## src/rtl/fetch_pkg.sv

```systemverilog
// Shared types and constants for the instruction-fetch stage.
package fetch_pkg;

    typedef enum logic [1:0] {
        IDLE,
        FETCH,
        HOLD,
        DRAIN
    } fetch_state_t;

    typedef enum logic [1:0] {
        PC_KEEP,
        PC_SEQ,
        PC_BR,
        PC_RST
    } pc_op_t;

    localparam logic [31:0] NOP_INSTR = 32'h0000_0000;
    localparam int          PC_INC    = 4;

endpackage

```

## src/rtl/fetch_unit_if_id_reg.sv

```systemverilog
// IF/ID pipeline register: load, hold and flush-to-bubble.
module if_id_reg
    import fetch_pkg::*;
#(
    parameter int ADDR_W  = 32,
    parameter int INSTR_W = 32
) (
    input  logic               clk,
    input  logic               rst_n,
    input  logic               load,
    input  logic               hold,
    input  logic               flush,
    input  logic [INSTR_W-1:0] instr,
    input  logic [ADDR_W-1:0]  pc_plus4,
    output logic [INSTR_W-1:0] InstrD,
    output logic [ADDR_W-1:0]  PCPlus4D,
    output logic               ValidD
);

    // A bubble keeps PCPlus4D; only InstrD and ValidD are cleared.
    always_ff @(posedge clk or negedge rst_n) begin
        if (!rst_n) begin
            InstrD   <= INSTR_W'(NOP_INSTR);
            PCPlus4D <= '0;
            ValidD   <= 1'b0;
        end else if (flush || (!hold && !load)) begin
            InstrD <= INSTR_W'(NOP_INSTR);
            ValidD <= 1'b0;
        end else if (!hold) begin
            InstrD   <= instr;
            PCPlus4D <= pc_plus4;
            ValidD   <= 1'b1;
        end
    end

endmodule

```

## src/rtl/fetch_unit.sv

```systemverilog
// Instruction-fetch stage: PCF, imem req/ack port, skid buffer, IF/ID.
// Optional DELAY_SLOT_EN keeps the sequential slot on a taken branch.
module fetch_unit
    import fetch_pkg::*;
#(
    parameter int              ADDR_W   = 32,
    parameter int              INSTR_W  = 32,
    parameter logic [ADDR_W-1:0] RESET_PC = '0
) (
    input  logic               clk,
    input  logic               rst_n,
    input  logic               inicio,
    input  logic               StallF,
    input  logic               StallD,
    input  logic               PCSrcD,
    input  logic [ADDR_W-1:0]  PCBranchD,
    output logic               imem_req,
    output logic [ADDR_W-1:0]  imem_addr,
    input  logic               imem_ack,
    input  logic [INSTR_W-1:0] imem_rdata,
    output logic [INSTR_W-1:0] InstrD,
    output logic [ADDR_W-1:0]  PCPlus4D,
    output logic               ValidD,
    output logic               FetchBusy
);

    fetch_state_t       state, state_nx;
    pc_op_t             pc_op;
    logic [ADDR_W-1:0]  pcf, pc_inc, seq_pc, pend_addr;
    logic [INSTR_W-1:0] buf_instr, ifid_instr;
    logic               redir, ifid_load, ifid_flush, ifid_from_buf;
    logic               buf_load, pend_load;

    assign redir  = PCSrcD & ~StallD;
    assign pc_inc = pcf + ADDR_W'(PC_INC);

`ifdef DELAY_SLOT_EN
    // Redirect taken while the slot fetch is still outstanding.
    logic              rp_set, redir_pend;
    logic [ADDR_W-1:0] redir_tgt;

    always_ff @(posedge clk or negedge rst_n) begin
        if (!rst_n) begin
            redir_pend <= 1'b0;
            redir_tgt  <= RESET_PC;
        end else if (rp_set) begin
            redir_pend <= 1'b1;
            redir_tgt  <= PCBranchD;
        end else if (pc_op != PC_KEEP) begin
            redir_pend <= 1'b0;
        end
    end

    assign seq_pc = redir_pend ? redir_tgt : pc_inc;
`else
    assign seq_pc = pc_inc;
`endif

    always_ff @(posedge clk or negedge rst_n) begin
        if (!rst_n) state <= IDLE;
        else        state <= state_nx;
    end

    always_comb begin
        state_nx = state;
        unique case (state)
            IDLE: begin
                if (!inicio) state_nx = FETCH;
            end
            FETCH: begin
                if (inicio) begin
                    state_nx = imem_ack ? IDLE : DRAIN;
                end else if (redir) begin
`ifdef DELAY_SLOT_EN
                    state_nx = FETCH;
`else
                    state_nx = imem_ack ? FETCH : DRAIN;
`endif
                end else if (imem_ack && StallF) begin
                    state_nx = HOLD;
                end
            end
            HOLD: begin
                if (inicio)                 state_nx = IDLE;
                else if (redir)             state_nx = FETCH;
                else if (!StallF && !StallD) state_nx = FETCH;
            end
            DRAIN: begin
                if (imem_ack) state_nx = inicio ? IDLE : FETCH;
            end
        endcase
    end

    always_comb begin
        imem_req      = (state == FETCH) || (state == DRAIN);
        imem_addr     = (state == DRAIN) ? pend_addr : pcf;
        FetchBusy     = imem_req & ~imem_ack;
        pc_op         = PC_KEEP;
        ifid_load     = 1'b0;
        ifid_flush    = 1'b0;
        ifid_from_buf = 1'b0;
        buf_load      = 1'b0;
        pend_load     = 1'b0;
`ifdef DELAY_SLOT_EN
        rp_set        = 1'b0;
`endif
        if (inicio) begin
            pc_op      = PC_RST;
            ifid_flush = 1'b1;
            pend_load  = (state == FETCH) && !imem_ack;
        end else begin
            unique case (state)
                IDLE, DRAIN: begin
                    if (redir) begin
                        pc_op      = PC_BR;
                        ifid_flush = 1'b1;
                    end
                end
                FETCH: begin
                    if (redir) begin
`ifdef DELAY_SLOT_EN
                        if (imem_ack) begin
                            pc_op     = PC_BR;
                            ifid_load = 1'b1;
                        end else begin
                            rp_set = 1'b1;
                        end
`else
                        pc_op      = PC_BR;
                        ifid_flush = 1'b1;
                        pend_load  = ~imem_ack;
`endif
                    end else if (imem_ack) begin
                        if (StallF) begin
                            buf_load = 1'b1;
                        end else begin
                            pc_op     = PC_SEQ;
                            ifid_load = 1'b1;
                        end
                    end
                end
                HOLD: begin
                    if (redir) begin
                        pc_op = PC_BR;
`ifdef DELAY_SLOT_EN
                        ifid_load     = 1'b1;
                        ifid_from_buf = 1'b1;
`else
                        ifid_flush = 1'b1;
`endif
                    end else if (!StallF && !StallD) begin
                        pc_op         = PC_SEQ;
                        ifid_load     = 1'b1;
                        ifid_from_buf = 1'b1;
                    end
                end
            endcase
        end
    end

    always_ff @(posedge clk or negedge rst_n) begin
        if (!rst_n) begin
            pcf       <= RESET_PC;
            pend_addr <= RESET_PC;
            buf_instr <= INSTR_W'(NOP_INSTR);
        end else begin
            unique case (pc_op)
                PC_KEEP: pcf <= pcf;
                PC_SEQ:  pcf <= seq_pc;
                PC_BR:   pcf <= PCBranchD;
                PC_RST:  pcf <= RESET_PC;
            endcase
            if (pend_load) pend_addr <= pcf;
            if (buf_load)  buf_instr <= imem_rdata;
        end
    end

    assign ifid_instr = ifid_from_buf ? buf_instr : imem_rdata;

    if_id_reg #(
        .ADDR_W  (ADDR_W),
        .INSTR_W (INSTR_W)
    ) u_if_id (
        .clk      (clk),
        .rst_n    (rst_n),
        .load     (ifid_load),
        .hold     (StallD),
        .flush    (ifid_flush),
        .instr    (ifid_instr),
        .pc_plus4 (pc_inc),
        .InstrD   (InstrD),
        .PCPlus4D (PCPlus4D),
        .ValidD   (ValidD)
    );

endmodule
```

## config.mk

```make
export PLATFORM = sky130hd
export DESIGN_NAME = fetch_unit
export DESIGN_NICKNAME = d
export VERILOG_FILES = /design/src/rtl/fetch_pkg.sv /design/src/rtl/fetch_unit_if_id_reg.sv /design/src/rtl/fetch_unit.sv
export SDC_FILE = /design/constraint.sdc
export NUM_CORES = 1
export LEC_CHECK = 0
export CORE_MARGIN = 2
export CORE_UTILIZATION = 50
export CTS_CLUSTER_DIAMETER = 120
export DETAILED_ROUTE_END_ITERATION = 8
export PLACE_DENSITY = 0.85
export SLEW_MARGIN = 20
export SYNTH_ARGS = -nofsm -noshare
export SYNTH_HDL_FRONTEND = slang
export SYNTH_HIERARCHICAL = 1
export SYNTH_SLANG_ARGS = --single-unit
```

## constraint.sdc

```tcl
create_clock -name clk -period 6.5 [get_ports clk]
set_input_delay 1.3 -clock clk [delete_from_list [all_inputs] [get_ports clk]]
set_output_delay 1.3 -clock clk [all_outputs]
set_load 0.05 [all_outputs]
```

==> metrics.txt <==
status=finished clean; drt pass-1 iters=5; synthesized area=8360 µm²; worst vdd ir=213 µV; Avg Vias per Cell=5.60; largest buffer count on any clock path=2; M1 WL=8860 µm; layout cells sized above 1=23.2%; kind of critical path=input port to flop; die area=17800 µm²; Row Count=47; Worst Path Max Fanout=36; Area contributors post-synth=dfrtp_1 49%, mux2_2 20%, nand2_1 3.2%; commonest cells in the netlist=163 x dfrtp_1, 151 x mux2_2, 72 x nand2_1; slew margin rel.=34.6%; GRT Overall Usage=23.7%; largest net degree at the start of global routing=115; CTS Sinks=163; I/O Buffers=169; main flop type after synthesis=dfrtp_1; Layout Skew=0.00876 ns; DR WL/cell=18.5 µm; Final Hold Fails=0; number of global-route vias before repair=6295; Core ar.=16500 µm²; Area growth syn-to-layout=28.3%; count leader, synth=dfrtp_1; cell area after placement=10100 µm²; Antenna Violating Nets Remaining=0; drt drc=0; later-pin clock latency in the skew report=0.42 ns; # setup viols final=0; Max Fclk=231 MHz; met3 wire length=918 µm; initial antenna violation count=2; setup tns final=0 ns; #FFs+latches synth=163; Hold/Removal Path Class=flop to flop; first-pass GRT wire length=33000 µm; die height=133 µm; DP HPWL=13300 µm; syn_area_per_cell=11.1 µm²; post-layout min period=4.34 ns; Overflow after GRT=0; Design Area, Final=10700 µm²; cell leakage power=0.00446 µW; clock slew at reported path FFs=0.06 ns; CTS Buf Count=17; Post-Place Cells=1086; H-tree levels=4; initial core utilization=50.8%; largest area contributor in the netlist=dfrtp_1; Die X=133 µm; post-CTS sizing=0; period utilization=66.7%; share of Yosys cell area claimed by the top area cell type=48.8%; WP data required=6.80 ns; Pwr Total=3350 µW; Post-synth EDFFs=0; Setup crit start kind=input port; CP endpoint kind=flop; final cell count without fillers=1119; RSZ-0062 raised after global routing=false; Yosys Warn Count=6; CTS tree=yes; pwr dens=313 nW/µm²; # nets final=962; CTS root buf=clkbuf_16; Worst Path Arrival=4.64 ns; post-layout util=65.1%; asr flop ratio synth=100%; syn nets=830; final WL=20600 µm; Max Used Layer=met5; post-synthesis sequential area ratio=48.8%; Initial DRC Count=400; Max Cap Viol=0; wire length on met2=10100 µm; hold buffers post-CTS=0; # IOs=170; Least-Margin Pin Slew=0.981 ns; Post CTS Setup Buffer Count=0; Cell variety after synth=48; DR vias=6263; max-slew violations=0; cells after synthesis=753; GP Congestion=0.816
## layout by cell type (no fill, tap or decap), types with 18 or more instances in the layout
cell type / n
a21oi_1: 37
clkdlybuf4s50_1: 167
dfrtp_1: 163
mux2_2: 151
nand2_1: 72
nand3_1: 18
nand3b_1: 33
nor2_1: 36
xnor2_1: 24
xor2_1: 21
## logic make-up (layout without fill, tap and decap cells)
| group | count (synthesis) | in the layout | share of synthesized area (%) |
|---|---|---|---|
| xor+xnor | 45 | 45 | 4.72 |
| fa+ha+maj | 6 | 6 | 0.898 |
| mux | 157 | 157 | 21.1 |
| buf+inv | 74 | 219 | 3.88 |
| simple gates | 218 | 218 | 13.7 |
| flops | 163 | 163 | 48.8 |
| other cells | 0 | 1 | 0 |
| compound gates | 90 | 90 | 6.93 |
## power breakdown
group          leakage, µW  switching, µW  internal, µW
clock network     0.000283            398           594
registers          0.00217            140          1250
logic              0.00201            538           433
total              0.00446           1080          2280
## area by class of cell
class	count	area [µm²]
diodes	1	2.50
clock buffers	23	478
clock inverters	9	104
fillers	1276	5740
inverters	9	33.8
multi-input cells	516	3990
flip-flops and latches	163	4080
well taps	220	275
repair buffers	178	1760
## worst paths after layout
| path | start | endpoint | slack, ns | cells after the start |
|---|---|---|---|---|
| min | pend_addr[21] | pend_addr[21] | 0.49 | 2 |
| min reg2reg | pend_addr[21] | pend_addr[21] | 0.49 | 2 |
| max in group asynchronous | rst_n | pcf[4] | 4.25 | 2 |
| max reg2reg | state[1] | u_if_id/PCPlus4D[19] | 3.22 | 9 |
| max | PCSrcD | pend_addr[13] | 2.16 | 6 |
| min in group asynchronous | rst_n | u_if_id/PCPlus4D[11] | 0.99 | 1 |
## worst max-delay path, stage by stage
cell and delay (ns):
clkdlybuf4s50_1 0.54, nor2b_1 0.70, nor2_1 0.25, inv_1 0.43, nand3_2 0.81, mux2_2 0.59
## routing by layer
metal,vias up,global-route usage (%)
met5,-,0
met3,51,4.57
met2,188,38.1
met1,3108,31.3
met4,2,10.8
li1,2914,-
## state kept, by name, indices dropped and copies added (netlist names)
| register | count |
|---|---|
| u_if_id/InstrD | 32 |
| pend_addr | 32 |
| u_if_id/PCPlus4D | 32 |
| state | 2 |
| u_if_id/ValidD | 1 |
| buf_instr | 32 |
| pcf | 32 |
## per-stage QoR
stage,hold slack [ns],worst slack (ns)
2_1_floorplan,0.450,3.07
3_3_place_gp,0.469,1.88
3_5_place_dp,0.476,1.80
4_1_cts,0.490,2.17
5_1_grt,0.505,1.94
6_report,0.486,2.16
No activity file was read; power rests on OpenSTA's default activity.
